`src/rtl/regn_seq_ctrl_pkg.sv`:
```
// Shared definitions for the regN sequencer, its register stage and the bench.
package regn_seq_ctrl_pkg;

    // Default data width of the start value and the downstream register.
    localparam int DEF_WIDTH = 8;
    // Default width of the increment-count field.
    localparam int DEF_STEPW = 8;

    // Sequencer states, fixed 2-bit encoding so external checkers can decode it.
    typedef enum logic [1:0] {
        ST_IDLE = 2'd0,
        ST_LOAD = 2'd1,
        ST_STEP = 2'd2,
        ST_DONE = 2'd3
    } state_t;

    // A sequence is in flight in every state except IDLE.
    function automatic logic is_busy(input state_t s);
        return (s != ST_IDLE);
    endfunction

endpackage

```
`src/rtl/regn_seq_ctrl_if.sv`:
```
// Request handshake and register-control bundle between a requester and the sequencer.
//
// Handshake: a request transfers on a rising edge where req_valid and req_ready
// are both high. req_ready is high only while the sequencer is idle; the requester
// may hold req_valid high at any time and it is simply not accepted until then.
// req_start/req_steps are only looked at in the accepting cycle.
interface regn_seq_ctrl_if
    import regn_seq_ctrl_pkg::*;
#(
    parameter int WIDTH = DEF_WIDTH,
    parameter int STEPW = DEF_STEPW
);
    logic             req_valid;
    logic             req_ready;
    logic [WIDTH-1:0] req_start;
    logic [STEPW-1:0] req_steps;
    logic             pause;
    logic             abort;
    logic [WIDTH-1:0] reg_in;
    logic             reg_ld;
    logic             reg_inc;
    logic             busy;
    logic             done;
    logic [WIDTH-1:0] exp_val;

    // Requester side: issues requests and run-time controls, observes status.
    modport master (
        output req_valid, req_start, req_steps, pause, abort,
        input  req_ready, reg_in, reg_ld, reg_inc, busy, done, exp_val
    );

    // Sequencer side.
    modport slave (
        input  req_valid, req_start, req_steps, pause, abort,
        output req_ready, reg_in, reg_ld, reg_inc, busy, done, exp_val
    );
endinterface

```
`src/rtl/regn_seq_ctrl.sv`:
```
// Sequencer: accepts a request, loads the start value into regN, then issues
// the programmed number of increment pulses, with pause/abort and a done pulse.
// exp_val mirrors what regN should hold so a checker can compare against it.
module regn_seq_ctrl
    import regn_seq_ctrl_pkg::*;
#(
    parameter int WIDTH = DEF_WIDTH,
    parameter int STEPW = DEF_STEPW
) (
    input  logic              clk,
    input  logic              rst,
    regn_seq_ctrl_if.slave    bus,
    output state_t            o_dbg_state
);
    state_t           r_state;
    logic [WIDTH-1:0] r_start;
    logic [STEPW-1:0] r_remain;
    logic [WIDTH-1:0] r_exp;

    logic             w_in_load;
    logic             w_in_step;
    logic             w_ld;
    logic             w_inc;

    // Control decode uses only the state and pause/abort, never the req_* inputs,
    // so the reg_* outputs carry no combinational path from the request side.
    assign w_in_load = (r_state == ST_LOAD);
    assign w_in_step = (r_state == ST_STEP);
    assign w_ld      = w_in_load & ~bus.abort;
    assign w_inc     = w_in_step & ~bus.pause & ~bus.abort;

    // Sequencer FSM with the captured request, remaining-step counter and mirror.
    always_ff @(posedge clk or negedge rst) begin
        if (!rst) begin
            r_state  <= ST_IDLE;
            r_start  <= '0;
            r_remain <= '0;
            r_exp    <= '0;
        end else begin
            case (r_state)
                ST_IDLE: begin
                    // req_ready is implied high here.
                    if (bus.req_valid) begin
                        r_start  <= bus.req_start;
                        r_remain <= bus.req_steps;
                        r_state  <= ST_LOAD;
                    end
                end
                ST_LOAD: begin
                    // Abort cancels the load itself; pause has no effect here.
                    if (bus.abort) begin
                        r_state <= ST_IDLE;
                    end else begin
                        r_exp   <= r_start;
                        r_state <= (r_remain == '0) ? ST_DONE : ST_STEP;
                    end
                end
                ST_STEP: begin
                    if (bus.abort) begin
                        r_state <= ST_IDLE;
                    end else if (w_inc) begin
                        // STEP is entered only with r_remain > 0 and left on the
                        // last decrement, so the counter cannot underflow.
                        r_remain <= r_remain - STEPW'(1);
                        r_exp    <= r_exp + WIDTH'(1);
                        if (r_remain == STEPW'(1)) begin
                            r_state <= ST_DONE;
                        end
                    end
                end
                ST_DONE: begin
                    // No back-to-back acceptance: always pass through IDLE.
                    r_state <= ST_IDLE;
                end
                default: begin
                    r_state <= ST_IDLE;
                end
            endcase
        end
    end

    assign bus.req_ready = (r_state == ST_IDLE);
    assign bus.reg_in    = r_start;
    assign bus.reg_ld    = w_ld;
    assign bus.reg_inc   = w_inc;
    assign bus.busy      = is_busy(r_state);
    assign bus.done      = (r_state == ST_DONE);
    assign bus.exp_val   = r_exp;
    assign o_dbg_state   = r_state;
endmodule

```
`src/flat_wrapper.sv`:
```
// flat-port wrapper written by rule: the top's interface ports become plain ports
module regn_seq_ctrl_flat import regn_seq_ctrl_pkg::*;
#(
    parameter int WIDTH = DEF_WIDTH,
    parameter int STEPW = DEF_STEPW
)
  (clk, rst, o_dbg_state, bus_req_valid, bus_req_start, bus_req_steps, bus_pause, bus_abort, bus_req_ready, bus_reg_in, bus_reg_ld, bus_reg_inc, bus_busy, bus_done, bus_exp_val);
  regn_seq_ctrl_if #(.WIDTH(WIDTH), .STEPW(STEPW)) bus_i ();
  input  logic clk;
  input  logic rst;
  output state_t o_dbg_state;
  input wire logic [$bits(bus_i.req_valid)-1:0] bus_req_valid;
  input wire logic [$bits(bus_i.req_start)-1:0] bus_req_start;
  input wire logic [$bits(bus_i.req_steps)-1:0] bus_req_steps;
  input wire logic [$bits(bus_i.pause)-1:0] bus_pause;
  input wire logic [$bits(bus_i.abort)-1:0] bus_abort;
  output wire logic [$bits(bus_i.req_ready)-1:0] bus_req_ready;
  output wire logic [$bits(bus_i.reg_in)-1:0] bus_reg_in;
  output wire logic [$bits(bus_i.reg_ld)-1:0] bus_reg_ld;
  output wire logic [$bits(bus_i.reg_inc)-1:0] bus_reg_inc;
  output wire logic [$bits(bus_i.busy)-1:0] bus_busy;
  output wire logic [$bits(bus_i.done)-1:0] bus_done;
  output wire logic [$bits(bus_i.exp_val)-1:0] bus_exp_val;
  assign bus_i.req_valid = bus_req_valid;
  assign bus_i.req_start = bus_req_start;
  assign bus_i.req_steps = bus_req_steps;
  assign bus_i.pause = bus_pause;
  assign bus_i.abort = bus_abort;
  assign bus_req_ready = bus_i.req_ready;
  assign bus_reg_in = bus_i.reg_in;
  assign bus_reg_ld = bus_i.reg_ld;
  assign bus_reg_inc = bus_i.reg_inc;
  assign bus_busy = bus_i.busy;
  assign bus_done = bus_i.done;
  assign bus_exp_val = bus_i.exp_val;
  regn_seq_ctrl #(.WIDTH(WIDTH), .STEPW(STEPW)) u_core (.clk(clk), .rst(rst), .bus(bus_i), .o_dbg_state(o_dbg_state));
endmodule
```
`config.mk`:
```
export PLATFORM = sky130hd
export DESIGN_NAME = regn_seq_ctrl_flat
export DESIGN_NICKNAME = d
export VERILOG_FILES = /design/src/rtl/regn_seq_ctrl_pkg.sv /design/src/rtl/regn_seq_ctrl_if.sv /design/src/rtl/regn_seq_ctrl.sv /design/src/flat_wrapper.sv
export SDC_FILE = /design/constraint.sdc
export NUM_CORES = 1
export LEC_CHECK = 0
export BUFFER_PORTS_ARGS = -buffer_cell sky130_fd_sc_hd__buf_2
export CORE_MARGIN = 1.5
export CORE_UTILIZATION = 40
export DETAILED_ROUTE_END_ITERATION = 7
export PLACE_DENSITY = 0.73
export SLEW_MARGIN = 20
export SYNTH_ARGS = -nofsm -noshare
export SYNTH_HDL_FRONTEND = slang
export SYNTH_SLANG_ARGS = --single-unit
export TNS_END_PERCENT = 100
```
`constraint.sdc`:
```
create_clock -name clk -period 1.8 [get_ports clk]
set_input_delay 0.18 -clock clk [delete_from_list [all_inputs] [get_ports clk]]
set_output_delay 0.18 -clock clk [all_outputs]
set_load 0.05 [all_outputs]
```
=== Word level (Yosys, flattened, before mapping) ===
Cells that the tools add are included.

* Memory bits (read-only): 0
* Memory bits (writable): 0
* Logic and storage cells: 45
* Output and inout port bits: 23
* Bits of input ports: 21
* Bits in registers: 26
* Bits in latches: 0
* Memories: 0

* Shift operators: 0
* Reduce and logical (&&, ||, !) cells: 9
* Div/mod/pow operators: 0
* $add $sub $neg: 2
* Order comparisons: 0
* Mux-type cells: 15
* Equality and inequality tests: 10
* Bitwise operators: 5
* Multipliers: 0

{| class="wikitable"
|+ Operators with widths
! cell !! count
|-
| $mux 8 || 6
|-
| $pmux 8 s2 || 2
|-
| $mux 2 || 5
|-
| $add 8x1->8 const B || 1
|-
| $eq 8x1->1 const B || 1
|-
| $logic_not 8->1 || 1
|-
| $ne 2x2->1 const B || 4
|-
| $pmux 2 s4 || 1
|-
| $reduce_and 4->1 || 2
|-
| $sub 8x1->8 const B || 1
|-
| $ne 3x3->1 const B || 2
|-
| $reduce_bool 2->1 || 3
|-
| $eq 2x2->1 const B || 2
|-
| $and 1x1->1 || 3
|-
| $reduce_and 3->1 || 1
|-
| $eq 2x1->1 const B || 1
|-
| $logic_not 2->1 || 1
|-
| $not 1->1 || 2
|-
| $reduce_and 2->1 || 1
|-
| $mux 1 || 1
|}

=== Longest topological paths before layout ===
* Depth after elaboration: 6
* Mapped depth: 6
* Depth with buffers taken out: 6

=== Worst setup path after synthesis ===
Ideal clock, no wire load.

* Kind: register to output
* From: register u_core.r_state[0] (netlist: u_core.o_dbg_state[0])
* To: output bus_reg_inc
* Stages on the path, launching flop included: 4
* Arrival time: 2.159 ns
* Slack: -0.539 ns
* Buffers on the path: 1
* Required time: 1.620 ns
* Path through: dfrtp_1 nand2b_1 clkbuf_1 nor3_1

* Cells in the longest elaborated chain, start to end: 3

{| class="wikitable"
|+ RTL lines
! item !! line !! RTL
|-
| start, declared || regn_seq_ctrl.sv:15 || <nowiki>state_t r_state;</nowiki>
|-
| start signal, assigned || regn_seq_ctrl.sv:55 || <nowiki>r_state <= (r_remain == '0) ? ST_DONE : ST_STEP;</nowiki>
|-
| $eq 2x2->1 || regn_seq_ctrl.sv:28 || <nowiki>assign w_in_step = (r_state == ST_STEP);</nowiki>
|-
| $and 1x1->1 (2 in a row) || regn_seq_ctrl.sv:30 || <nowiki>assign w_inc = w_in_step & ~bus.pause & ~bus.abort;</nowiki>
|-
| end, declared || flat_wrapper.sv:20 || <nowiki>output wire logic [$bits(bus_i.reg_inc)-1:0] bus_reg_inc;</nowiki>
|}

No other way between the ends.

=== Worst setup path in the final report ===
* From: register u_core.r_remain[0]
* To: register u_core.r_remain[4]

* Cells in the longest elaborated chain, start to end: 4

{| class="wikitable"
|+ RTL lines
! item !! line !! RTL
|-
| start, declared || regn_seq_ctrl.sv:17 || <nowiki>logic [STEPW-1:0] r_remain;</nowiki>
|-
| start signal, assigned || regn_seq_ctrl.sv:45 || <nowiki>r_remain <= bus.req_steps;</nowiki>
|-
| start signal, assigned || regn_seq_ctrl.sv:64 || <nowiki>r_remain <= r_remain - STEPW'(1);</nowiki>
|-
| $sub 8x1->8 || regn_seq_ctrl.sv:64 ||
|-
| $mux 8 || regn_seq_ctrl.sv:61 || <nowiki>end else if (w_inc) begin</nowiki>
|-
| $mux 8 || regn_seq_ctrl.sv:59 || <nowiki>if (bus.abort) begin</nowiki>
|-
| $pmux 8 s2 || regn_seq_ctrl.sv:40 || <nowiki>case (r_state)</nowiki>
|}

No other way between the ends. The select of a mux whose other input is x is not followed.
A chain may end at the register's enable or synchronous reset.

==> results_dict.tcl <==
set metrics [dict create \
    p_total_mw 2.82 \
    nFillCells 366 \
    place_area_um2 1810 \
    critPathKind "register to register" \
    worstHoldEndpoint "u_core.bus.reg_in[4]" \
    path_clk_slew_ns 0.09 \
    finalCritPeriodShare_pct 93.0 \
    via_count 1289 \
    highest_layer "met4" \
    row_count 22 \
    setup_viol 0 \
    min_period_ns 1.67 \
    met2RoutedLength_um 1540 \
    antenna_found_initial 0 \
    cp-start-kind "register" \
    arrival_ns 1.83 \
    drc 0 \
    wl_per_cell_um 13.0 \
    ir_drop_mv 0.371 \
    cap_violations 0 \
    synth-compound-area-share_pct 24.4 \
    layout-drive-gt1-share_pct 42.4 \
    clock_latency_ns 0.26 \
    grt_pass1_wl_um 5470 \
    cts_sinks 26 \
    worst_r2r_endpoint "u_core.r_remain[4]" \
    synthMuxAreaShare_pct 6.68 \
    start_util_pct 41.2 \
    syn_nets 174 \
    cp_num_buf_inv 1 \
    most-common-layout-cells "43 x buf_2, 24 x dfrtp_1, 14 x o21ai_0, 10 x a21oi_1, 9 x nand2_1" \
    synthSimpleGateAreaFrac_pct 18.1 \
    synth_cells 149 \
    status "finished, final reports clean" \
    wl_met1_um 1540 \
    first_iter_violations 58 \
    slowest_delay_ns 0.48 \
    holdPathStages 2 \
    fmax_ghz 0.598 \
    design.die.area_um2 4120 \
    worst_pin_slew_ns 0.602 \
    hold_viol_final 0 \
    io_pins 44 \
    synth_ff_type "dfrtp_1" \
    cp_slowest_cell "or3b_2" \
    slew-limit-headroom_pct 59.8 \
    wl_um 3190 \
    reg2reg_from "u_core.r_remain[0]" \
    die_h_um 64.2 \
    drtPass1Iterations 4 \
    async_reset_ff_share_pct 100 \
    cts_buffers 3 \
    core_area_um2 3630 \
    reg2reg_depth 6 \
    pwr_density_cell_nw_per_um2 1500 \
    synth-seq-cells 26 \
    skew_ns 0.00548 \
    cp_top_family "simple AND/OR/NAND/NOR gates" \
    grt-ovfl-total 0 \
    clk_path_buf_depth 2 \
    hp-class "primary input to register" \
    antenna_cells 0 \
    synth_top_family_by_area "compound AO/OA/AOI/OAI gates" \
    port-buffer-count 43 \
    finalWeightedCongestion 0.837 \
    crit_path_end_kind "register" \
    final_common_cell "buf_2" \
    required_ns 1.96 \
    critPathMaxFanout 6 \
    hpwl_um 2350 \
    r2r_slack_ns 0.13 \
    cts_setup_buffers 0 \
    areaGrowthSynthToFinish_pct 25.1 \
    cts_max_level 1 \
    synth_area_per_cell_um2 10.1 \
    final_area_um2 1870 \
    antenna_left 0 \
    ys_seq_area_share_pct 43.4 \
    nNetsFinal 224 \
    critical_path.cell_chain "inv_1 > ha_1 > or3b_2 > nor2_1 > o2bb2ai_1 > a21oi_1" \
    die_x_um 64.2 \
    final_util_pct 51.5 \
    grt_usage_pct 16.4 \
    post_cts_resized 0 \
    synth.distinct_cells 42 \
    synth_fa_ha_area_share_pct 3.34 \
    synth-edff-count 0 \
    clockRootBuffer "clkbuf_8" \
    vias_per_cell 5.24 \
    drv_slew 0 \
    first_global_vias 1222 \
    met3WireLength_um 98 \
    hold_start "bus_req_start[4]" \
    yosysWarnings 0 \
    syn-cell-area_um2 1500 \
    cts_tree "built" \
    rsz0062_at_grt "no" \
    p_leak_nw 0.826 \
    grt_max_degree 27 \
    synth_xor_area_share_pct 0 \
]
cells in the mapped netlist (2+ instances only):
| master | instances | share of area [%] |
|---|---|---|
| a2bb2oi_2 | 3 | 3.0 |
| o21ai_0 | 14 | 4.7 |
| a21oi_1 | 10 | 3.3 |
| o22ai_1 | 4 | 1.7 |
| dfrtp_1 | 26 | 43 |
| o2bb2ai_1 | 3 | 1.8 |
| a21oi_2 | 2 | 1.2 |
| nand3_1 | 6 | 2.0 |
| inv_1 | 7 | 1.8 |
| nand2_1 | 9 | 2.3 |
| nor2_1 | 7 | 1.8 |
| clkbuf_1 | 2 | 0.50 |
| nand2b_1 | 4 | 1.7 |
| ha_1 | 4 | 3.3 |
| mux2_2 | 8 | 6.0 |
| and2_1 | 3 | 1.3 |
| nor3_1 | 5 | 1.7 |
| a21boi_2 | 3 | 2.3 |
| nor3b_1 | 2 | 1.0 |
| a22oi_1 | 2 | 1.0 |
| and3_1 | 2 | 0.84 |
| buf_2 | 3 | 1.0 |
per-stage QoR:
step	TNS, ns	setup WS [ns]	instances	hold slack, ns
2_1_floorplan	-0.499	-0.0624	149	-0.116
3_3_place_gp	0	0.175	241	0.218
3_5_place_dp	0	0.145	241	0.217
4_1_cts	0	0.117	246	0.139
5_1_grt	0	0.0275	246	0.133
6_report	0	0.127	246	0.145
how the worst max path moves through the flow:
stage / start / endpoint / slack [ns] / cells after the start
floorplan: u_core.o_dbg_state[1] / u_core.bus.reg_in[0] / -0.06 / 5
global placement: u_core.o_dbg_state[1] / u_core.bus.exp_val[1] / 0.18 / 5
detailed placement: u_core.o_dbg_state[1] / u_core.bus.exp_val[1] / 0.15 / 5
CTS: u_core.o_dbg_state[1] / u_core.bus.exp_val[1] / 0.12 / 5
global route: u_core.r_remain[0] / u_core.r_remain[4] / 0.03 / 6
finish: u_core.r_remain[0] / u_core.r_remain[4] / 0.13 / 6
per-layer routing:
metal  up-vias  track usage [%]
li1        641                -
met1       620             22.9
met2        26             26.8
met3         2             2.11
met4         0             3.99
met5         -                0
area by class of cell:
class / count / area, um2 / share of cell area (%)
Tap cell: 48 / 60.1 / 3.21
Multi-Input combinational cell: 110 / 797 / 42.6
Sequential cell: 26 / 653 / 34.9
Timing Repair Buffer: 51 / 278 / 14.8
Clock buffer: 4 / 55.1 / 2.94
Inverter: 7 / 30.0 / 1.60
registers in the layout, summed over array words and instances, names as in the netlist:
signal and flops:
u_core.o_dbg_state 2, u_core.r_remain 8, u_core.bus.reg_in 8, u_core.bus.exp_val 8
cell families after synthesis:
| group | after synthesis |
|---|---|
| AO/OA/AOI/OAI | 49 |
| adder cells (fa/ha/maj) | 4 |
| flip-flops | 26 |
| buffers and inverters | 13 |
| AND/OR/NAND/NOR | 48 |
| multiplexers | 9 |
worst reg2reg max path, cell delays in order, from the launching register on:
cell	delay (ns)
dfrtp_1	0.44
inv_1	0.10
ha_1	0.17
or3b_2	0.48
nor2_1	0.15
o2bb2ai_1	0.13
a21oi_1	0.08
where the power goes:
group	switching [mW]	total, mW	internal (mW)
sequential	0.233	1.02	0.790
clock	0.177	0.372	0.195
combinational	0.955	1.42	0.466
timing repair:
item                                    CTS  global route
endpoints found under the setup margin    0             0
endpoints found under the hold margin    26             0
hold buffers                              1             0
(Power assumes the default switching activity.)
